### src/rtl/uart_tsr_tx.sv
// UART transmit shift register and framing FSM: pulls a byte from the TX buffer and
// serialises start/data/parity/stop onto txd. Optional macro UART_TX_BREAK_EN enables bc.
//
// state  | meaning
// IDLE   | no frame in flight, txd=1, loads as soon as the buffer is non-empty
// START  | start bit (txd=0) for OSR ticks
// DATA   | 5..8 data bits, LSB first
// PARITY | parity bit, only when pen was set at load
// STOP   | 1, 1.5 or 2 stop bits; the final tick may chain straight into START
module uart_tsr_tx #(
  parameter int OSR     = 16,
  parameter int OSR_LOG = 4
) (
  input  logic       pclk,
  input  logic       presetn,
  input  logic       baud_tick,
  input  logic [7:0] tx_data,
  input  logic       tx_empty,
  input  logic [1:0] wls,
  input  logic       stb,
  input  logic       pen,
  input  logic       eps,
  input  logic       sp,
  input  logic       bc,
  output logic       tsr_load,
  output logic       txd,
  output logic       tsr_empty
);

  localparam int TW = OSR_LOG + 1;
  localparam logic [TW-1:0] BIT_LAST  = TW'(OSR - 1);
  localparam logic [TW-1:0] STOP1_LAST = TW'(OSR - 1);
  localparam logic [TW-1:0] STOP2_LAST = TW'(2 * OSR - 1);
  localparam logic [TW-1:0] STOP15_LAST = TW'((3 * OSR) / 2 - 1);

  typedef enum logic [2:0] {IDLE, START, DATA, PARITY, STOP} state_t;

  state_t          state_q, state_d;
  logic [TW-1:0]   tick_q, tick_d;
  logic [2:0]      bit_q, bit_d;
  logic [7:0]      shift_q, shift_d;
  logic [2:0]      last_bit_q, last_bit_d;
  logic            pen_q, pen_d;
  logic            par_q, par_d;
  logic [TW-1:0]   stop_last_q, stop_last_d;
  logic            txd_q, txd_d;
  logic            load;
  logic            tick_end;
  logic            txd_fsm;
  logic [7:0]      mask;

  assign mask     = 8'hFF >> (2'd3 - wls);
  assign tick_end = (state_q == STOP) ? (tick_q == stop_last_q) : (tick_q == BIT_LAST);

  always_comb begin
    state_d     = state_q;
    tick_d      = tick_q;
    bit_d       = bit_q;
    shift_d     = shift_q;
    last_bit_d  = last_bit_q;
    pen_d       = pen_q;
    par_d       = par_q;
    stop_last_d = stop_last_q;
    load        = 1'b0;
    txd_fsm     = 1'b1;
    txd_d       = 1'b1;

    case (state_q)
      IDLE: load = ~tx_empty;
      START: begin
        if (baud_tick) begin
          if (tick_end) begin
            state_d = DATA;
            tick_d  = '0;
            bit_d   = '0;
          end else begin
            tick_d = tick_q + 1'b1;
          end
        end
      end
      DATA: begin
        if (baud_tick) begin
          if (tick_end) begin
            tick_d = '0;
            if (bit_q == last_bit_q) begin
              state_d = pen_q ? PARITY : STOP;
            end else begin
              bit_d   = bit_q + 3'd1;
              shift_d = shift_q >> 1;
            end
          end else begin
            tick_d = tick_q + 1'b1;
          end
        end
      end
      PARITY: begin
        if (baud_tick) begin
          if (tick_end) begin
            state_d = STOP;
            tick_d  = '0;
          end else begin
            tick_d = tick_q + 1'b1;
          end
        end
      end
      STOP: begin
        if (baud_tick) begin
          if (tick_end) begin
            load    = ~tx_empty;
            state_d = IDLE;
            tick_d  = '0;
          end else begin
            tick_d = tick_q + 1'b1;
          end
        end
      end
      default: state_d = IDLE;
    endcase

    // Reset holds the load strobe low even though IDLE is already reached.
    if (!presetn) load = 1'b0;

    if (load) begin
      state_d     = START;
      tick_d      = '0;
      bit_d       = '0;
      shift_d     = tx_data;
      last_bit_d  = 3'd4 + {1'b0, wls};
      pen_d       = pen;
      par_d       = sp ? ~eps : ((^(tx_data & mask)) ^ ~eps);
      stop_last_d = !stb ? STOP1_LAST : ((wls == 2'b00) ? STOP15_LAST : STOP2_LAST);
    end

    case (state_d)
      START:   txd_fsm = 1'b0;
      DATA:    txd_fsm = shift_d[0];
      PARITY:  txd_fsm = par_d;
      default: txd_fsm = 1'b1;
    endcase

`ifdef UART_TX_BREAK_EN
    txd_d = bc ? 1'b0 : txd_fsm;
`else
    txd_d = txd_fsm;
`endif
  end

`ifndef UART_TX_BREAK_EN
  logic unused_bc;
  assign unused_bc = bc;
`endif

  always_ff @(posedge pclk) begin
    if (!presetn) begin
      state_q     <= IDLE;
      tick_q      <= '0;
      bit_q       <= '0;
      shift_q     <= '0;
      last_bit_q  <= '0;
      pen_q       <= 1'b0;
      par_q       <= 1'b0;
      stop_last_q <= '0;
      txd_q       <= 1'b1;
    end else begin
      state_q     <= state_d;
      tick_q      <= tick_d;
      bit_q       <= bit_d;
      shift_q     <= shift_d;
      last_bit_q  <= last_bit_d;
      pen_q       <= pen_d;
      par_q       <= par_d;
      stop_last_q <= stop_last_d;
      txd_q       <= txd_d;
    end
  end

  assign tsr_load  = load;
  assign txd       = txd_q;
  assign tsr_empty = (state_q == IDLE);

endmodule

### config.mk
export PLATFORM = sky130hd
export DESIGN_NAME = uart_tsr_tx
export DESIGN_NICKNAME = d
export VERILOG_FILES = /design/src/rtl/uart_tsr_tx.sv
export SDC_FILE = /design/constraint.sdc
export NUM_CORES = 1
export LEC_CHECK = 0
export ABC_AREA = 1
export CAP_MARGIN = 25
export CELL_PAD_IN_SITES_DETAIL_PLACEMENT = 1
export CELL_PAD_IN_SITES_GLOBAL_PLACEMENT = 1
export CORE_ASPECT_RATIO = 1.25
export CORE_MARGIN = 3
export CORE_UTILIZATION = 34
export CTS_CLUSTER_DIAMETER = 30
export DETAILED_ROUTE_END_ITERATION = 12
export HOLD_SLACK_MARGIN = 0.05
export PLACE_DENSITY = 0.83
export SETUP_SLACK_MARGIN = 0.1
export SYNTH_ARGS = -nofsm -noshare
export SYNTH_HDL_FRONTEND = slang
export SYNTH_SLANG_ARGS = --single-unit
### constraint.sdc
create_clock -name pclk -period 1.7 [get_ports pclk]
set_input_delay 0.17 -clock pclk [delete_from_list [all_inputs] [get_ports pclk]]
set_output_delay 0.17 -clock pclk [all_outputs]
set_load 0.02 [all_outputs]
==> results of run 1 <==
flip-flops by register name, indices dropped and copies added, names as in the netlist:
| name | cells |
|---|---|
| par_q | 1 |
| tick_q | 5 |
| bit_q | 3 |
| state_q | 3 |
| last_bit_q | 2 |
| txd | 1 |
| pen_q | 1 |
| shift_q | 8 |
| stop_last_q | 3 |
path summary, 6_finish.rpt:
kind                                      from              to  slack [ns]  cells after the start
worst max register to register      state_q[0]             txd       -0.15                     12
worst min register to register  stop_last_q[3]  stop_last_q[3]        0.51                      2
worst max-delay path                state_q[0]             txd       -0.15                     12
worst min-delay path            stop_last_q[3]  stop_last_q[3]        0.51                      2
routing by layer:
metal	track usage [%]	vias to the layer above
met3	1.75	6
met5	0	-
met1	24.3	964
li1	-	954
met2	43.4	53
met4	6.87	0
synth_stat cells, types with 3 or more instances:
library cell,n,area [um^2]
nand2_1,77,289
inv_1,37,139
nor2_1,29,109
dfxtp_1,27,541
nand3_1,16,80.1
a21oi_1,14,70.1
o21ai_0,8,40.0
o21ai_2,6,52.6
nand4_1,5,31.3
inv_2,4,15.0
xor2_1,4,35.0
nand2_2,3,18.8
nor2_4,3,33.8
metrics by stage:
stage	setup slack (ns)	util (%)	TNS [ns]	cells
floorplan	0.0582	-	0	255
global placement	-0.182	48.7	-1.36	369
detailed placement	-0.239	48.7	-2.51	369
CTS	-0.0969	55.2	-0.577	381
global route	-0.275	58.7	-4.17	387
finish	-0.153	58.7	-1.58	387
worst min-delay path: stages (launching register included):
cell,delay (ns)
dfxtp_1,0.33
nand2_1,0.09
a21oi_2,0.05
timing repair:
action | 4_1_cts | 5_1_grt
setup buffers | 8 | 5
endpoints found under the setup margin | 27 | 29
cloned | 0 | 1
pin swaps | 9 | 11
gates resized for setup | 66 | 24
cells in the final DEF, fill, tap and decap left out, drive strengths merged:
cell            n
nor3            2
inv            41
and2            1
clkdlybuf4s50  18
a21o            1
xor2            4
o21ai          15
nor4            2
o22ai           2
clkbuf          5
a21oi          15
dfxtp          27
buf            54
ha              2
nand2          81
nor2           33
a211oi          2
nand4           5
nand3          18
a22o            1
layout make-up:
type / count / area (um^2) / share of cell area [%]
repair buffers: 73 / 666 / 25.0
well taps: 58 / 72.6 / 2.73
multi-input cells: 184 / 1160 / 43.7
flip-flops and latches: 27 / 548 / 20.6
inverters: 41 / 164 / 6.17
clock buffers: 4 / 45.0 / 1.69
cells by family after synthesis:
logic type	after synthesis
and+or+nand+nor	142
buffers and inverters	44
AOI/OAI and AO/OA	36
DFF	27
xor gates and xnor gates	4
adders and majority gates	2
power groups by stage:
| stage | clock network, uW | registers (uW) | logic (uW) |
|---|---|---|---|
| after floorplan | 0 | 689 | 138 |
| final | 386 | 678 | 399 |
| after global placement | 0 | 687 | 276 |
| after detailed placement | 0 | 689 | 289 |
| after CTS | 380 | 676 | 344 |
| after global routing | 416 | 682 | 434 |
==> flow_summary.json, run 1 <==
{
  "status": "finished with violations",
  "violations": "negative setup slack",
  "grt.total_usage_pct": 22.5,
  "cts_tree": "done",
  "maxSlewHeadroom_pct": 71.8,
  "cp-start-kind": "flip-flop",
  "synth_edf_count": 0,
  "crit_path_max_incr_delay_ns": 0.34,
  "worstHoldPathType": "reg2reg",
  "die_area_um2": 5690,
  "synth_fa_ha_area_share_pct": 1.53,
  "met3_length_um": 217,
  "ant_nets": 0,
  "netlist_instances": 255,
  "final_area_um2": 2660,
  "leakage_uw": 0.00121,
  "final_hold_viol_count": 0,
  "skew_ns": 0.00774,
  "grt_pass1_wl_um": 10000,
  "first_iter_violations": 105,
  "finalMaxSlewViolations": 0,
  "dieWidth_um": 68.1,
  "p_switching_uw": 452,
  "grt.overflow.total": 0,
  "p_int_uw": 1010,
  "n_antenna_cell": 0,
  "synthArstFlopShare_pct": 0,
  "synth_top_family_by_area": "simple AND/OR/NAND/NOR gates",
  "initial_core_util_pct": 36.2,
  "total_power_uw": 1460,
  "cts_max_level": 1,
  "core.rowCount": 27,
  "port_buffers": 20,
  "grt_max_degree": 15,
  "drt-met1-wl_um": 2390,
  "worstSkewPairLatency_ns": 0.28,
  "cp_top_family": "simple AND/OR/NAND/NOR gates",
  "end_kind": "flip-flop",
  "power_density_nw_per_um2": 551,
  "die_h_um": 83.6,
  "dr_wl_met2_um": 3760,
  "slowest_stage": "dfxtp_2",
  "switching_share_pct": 30.9,
  "wl_um": 6470,
  "setup_violations": 22,
  "vias_per_cell": 5.11,
  "fin_nets": 351,
  "worst_hold_slack_ns": 0.508,
  "cts_max_path_buffers": 2,
  "clkPwrFrac_pct": 26.4,
  "cts_hold_buf": 0,
  "cts.sinks": 27,
  "synth-seq-area-share_pct": 33.0,
  "synth.area.mux_share_pct": 0,
  "drt_first_pass_iters": 4,
  "wl_per_cell_um": 16.7,
  "max_freq_mhz": 540,
  "area_growth_pct": 62.3,
  "synth_flop_cell": "dfxtp_1",
  "synth-seq-cells": 27,
  "top_layer_used": "met4",
  "fin_crit_sh_pct": 109,
  "critPathMaxFanout": 9,
  "peakVddDrop_mv": 0.325,
  "yosys.area_share.simple_pct": 39.3,
  "ys_warn_count": 0,
  "grt_pass1_vias": 2188,
  "critPathBufInv": 1,
  "crit_type": "reg2reg",
  "synth_compound_area_share_pct": 13.4,
  "num_io_pins": 22,
  "timing.critical_path.required_ns": 1.87,
  "worst_slack_ns": -0.153,
  "placed_cell_area_um2": 2200,
  "syn-cell-area_um2": 1640,
  "period_minus_slack_ns": 1.85,
  "dp_hpwl_um": 3880,
  "rsz0062_at_grt": "true",
  "clk_transition_reported_paths_ns": 0.10,
  "crit_chain": "nor2_4, nand3_2, nand2_2, nand2_2, nor2_4, nand3_4, buf_4, a21o_1, nand2_1, nand3_2, nand2_1, nand3_1",
  "synth_cell_types": 29,
  "seqPwrFrac_pct": 46.4,
  "synth_xor_xnor_area_share_pct": 2.14,
  "drv_cap": 0,
  "clockRootBuffer": "clkbuf_8",
  "syn_nets": 276,
  "num_vias": 1977,
  "crit_arrival_ns": 2.02,
  "core_um2": 4530,
  "cts_made_buffers": 3,
  "drc": 0,
  "drive_gt1_share_pct": 38.0,
  "worstMarginPinSlew_ns": 0.422,
  "avgSynthCellArea_um2": 6.42,
  "antenna_found_initial": 0,
  "gp_congestion": 0.759,
  "fillCellCount": 590,
  "comb_power_share_pct": 27.2
}
Note: power is estimated with default switching activity, not from simulation.
==> run 2: changes to the inputs <==
--- a/config.mk
+++ b/config.mk
@@ -9,14 +9,15 @@
 export CAP_MARGIN = 25
 export CELL_PAD_IN_SITES_DETAIL_PLACEMENT = 1
 export CELL_PAD_IN_SITES_GLOBAL_PLACEMENT = 1
-export CORE_ASPECT_RATIO = 1.25
 export CORE_MARGIN = 3
 export CORE_UTILIZATION = 34
 export CTS_CLUSTER_DIAMETER = 30
 export DETAILED_ROUTE_END_ITERATION = 12
+export GPL_ROUTABILITY_DRIVEN = 0
 export HOLD_SLACK_MARGIN = 0.05
 export PLACE_DENSITY = 0.83
 export SETUP_SLACK_MARGIN = 0.1
 export SYNTH_ARGS = -nofsm -noshare
 export SYNTH_HDL_FRONTEND = slang
 export SYNTH_SLANG_ARGS = --single-unit
+export TNS_END_PERCENT = 20
==> run 2 against run 1 <==
  * The run still ends with negative setup slack left
  * Sequential power about the same
  * Final cell count down 2.1%
  * Fmax down 8.0%
  * Critical path depth up 1
  * Count of clock-buffer cells in the layout down 1
  * Design area down 5.1%
  * Clock skew down 0.0033 ns
  * Sequential share of layout area up 1.1 points
  * Total power down 1.4%
  * Setup slack worse by 0.16 ns
  * Worst hold slack worse by 0.020 ns
  * Clock power up 7.5%
  * Critical path type unchanged
  * Critical endpoint is now shift_q[0]
  * Highest routed layer unchanged
==> flow_summary.json, run 2 (same netlist as run 1, synthesis figures left out) <==
{
  "grt.total_usage_pct": 19.2,
  "drive_gt1_share_pct": 34.3,
  "layout_commonest_cell": "nand2_1",
  "cts.sinks": 27,
  "fin_crit_sh_pct": 118,
  "wl_per_cell_um": 16.3,
  "worstHoldPathType": "reg2reg",
  "area_growth_pct": 54.0,
  "die_h_um": 75.4,
  "reg_top3": "shift_q: 8 flops, tick_q: 5 flops",
  "dp_hpwl_um": 3770,
  "leakage_uw": 0.00116,
  "crit_type": "reg2reg",
  "place_ws_ns": -0.247,
  "violations": "negative setup slack",
  "largest_reg_flops": 8,
  "reg2regPathDepth": 13,
  "cp-endpoint": "shift_q[0]",
  "cts_max_path_buffers": 2,
  "max_freq_mhz": 497,
  "rr_endpoint": "shift_q[0]",
  "vias_per_cell": 5.09,
  "num_vias": 1928,
  "final_area_um2": 2520,
  "top_register": "shift_q",
  "clockRootBuffer": "clkbuf_8",
  "rsz0062_at_grt": "true",
  "first_iter_violations": 134,
  "worst_slack_ns": -0.313,
  "clk_transition_reported_paths_ns": 0.11,
  "power_density_nw_per_um2": 572,
  "ant_nets": 0,
  "finalMaxSlewViolations": 0,
  "hold_start": "stop_last_q[3]",
  "cts_tree": "done",
  "placed_cell_area_um2": 2170,
  "crit_arrival_ns": 2.24,
  "cts_max_level": 1,
  "setup_violations": 28,
  "worstSkewPairLatency_ns": 0.29,
  "die_area_um2": 5690,
  "crit_chain": "nor2_4, nand3_2, nand2_2, nand2_2, nor2_4, nand3_4, buf_6, nor2_4, nand2_1, nand2_1, nand2_2, buf_4, a21oi_1",
  "grt_pass1_wl_um": 8310,
  "grt.overflow.total": 0,
  "core.rowCount": 24,
  "final_hold_viol_count": 0,
  "drv_cap": 0,
  "status": "finished with violations",
  "setup_tns_ns": -5.12,
  "wl_um": 6170,
  "slowest_stage": "dfxtp_2",
  "cp_top_family": "simple AND/OR/NAND/NOR gates",
  "core_um2": 4500,
  "cp_num_cells": 13,
  "antenna_found_initial": 0,
  "cts_made_buffers": 3,
  "grt_max_degree": 18,
  "fin_nets": 349,
  "dieWidth_um": 75.4,
  "maxSlewHeadroom_pct": 74.8,
  "end_kind": "flip-flop",
  "port_buffers": 20,
  "peakVddDrop_mv": 0.346,
  "worst_hold_slack_ns": 0.488,
  "cp-start-kind": "flip-flop",
  "rrSetupSlack_ns": -0.31,
  "skew_ns": 0.00446,
  "period_minus_slack_ns": 2.01,
  "critPathMaxFanout": 9,
  "reg2reg_from": "state_q[1]",
  "fillCellCount": 584,
  "critPathBufInv": 2,
  "drt_first_pass_iters": 4,
  "cp-startpoint": "state_q[1]",
  "crit_path_max_incr_delay_ns": 0.36,
  "final_util_pct": 56.0,
  "timing.critical_path.required_ns": 1.93,
  "drc": 0,
  "grt_pass1_vias": 1819,
  "layout_common_cells": "71 x nand2_1, 46 x buf_4, 33 x inv_1, 24 x dfxtp_1, 22 x nor2_1",
  "initial_core_util_pct": 36.4,
  "num_io_pins": 22,
  "worstMarginPinSlew_ns": 0.377,
  "n_antenna_cell": 0
}
==> run 2: cell types whose count changed in the layout (fill, tap and decap cells not counted), sizes merged <==
cell	before	now
clkbuf	5	3
clkdlybuf4s15	0	1
clkinvlp	0	1
buf	54	52
==> run 2: what timing repair did <==
action / CTS / global route
resized for setup: 23 / 42
endpoints found under the setup margin: 28 / 28
setup buffers: 3 / 11
hold buffers: 0 / 0
pin swaps: 2 / 13
endpoints found under the hold margin: 0 / 0
==> run 2: where the power goes <==
| group | leakage (uW) | internal (uW) | switching, uW |
|---|---|---|---|
| sequential | 0.000222 | 658 | 19.1 |
| clock | 0.0000261 | 173 | 241 |
| combinational | 0.000911 | 163 | 188 |
| total | 0.00116 | 994 | 449 |
==> run 2: metrics by stage <==
stage / total power [uW] / std cells
finish: 1440 / 379
global route: 1510 / 379
detailed placement: 972 / 361
CTS: 1380 / 368
floorplan: 827 / 255
global placement: 959 / 361
==> run 2: final cells by class <==
type,instances,area [um^2],share of cell area (%)
clock inverters,1,8.76,0.347
well taps,52,65.1,2.58
clock buffers,3,41.3,1.64
flip-flops and latches,27,547,21.7
multi-input cells,184,1090,43.1
inverters,41,160,6.35
repair buffers,71,613,24.3
==> run 2: worst reg2reg max path, delay by kind of cell, from the launching register on <==
family / cells / cell delay (ns)
buffers and inverters: 2 / 0.30
AO/OA/AOI/OAI: 1 / 0.10
AND/OR/NAND/NOR: 10 / 1.21
flip-flops: 1 / 0.36
==> run 2: worst min-delay path by stage <==
stage / endpoint / slack (ns) / cells past startpoint
CTS: stop_last_q[3] / 0.49 / 2
floorplan: shift_q[7] / 0.28 / 2
global placement: stop_last_q[3] / 0.45 / 2
global route: pen_q / 0.50 / 2
detailed placement: stop_last_q[3] / 0.47 / 2
finish: stop_last_q[3] / 0.49 / 2
==> run 2: per-layer routing <==
metal  vias to the layer above  track usage [%]  part of all wire (%)
met4                         0             4.27                   2.1
met2                        38             33.7                    48
met5                         -                0                     0
li1                        949                -                     -
met1                       927             24.8                    47
met3                        14             2.77                   2.8
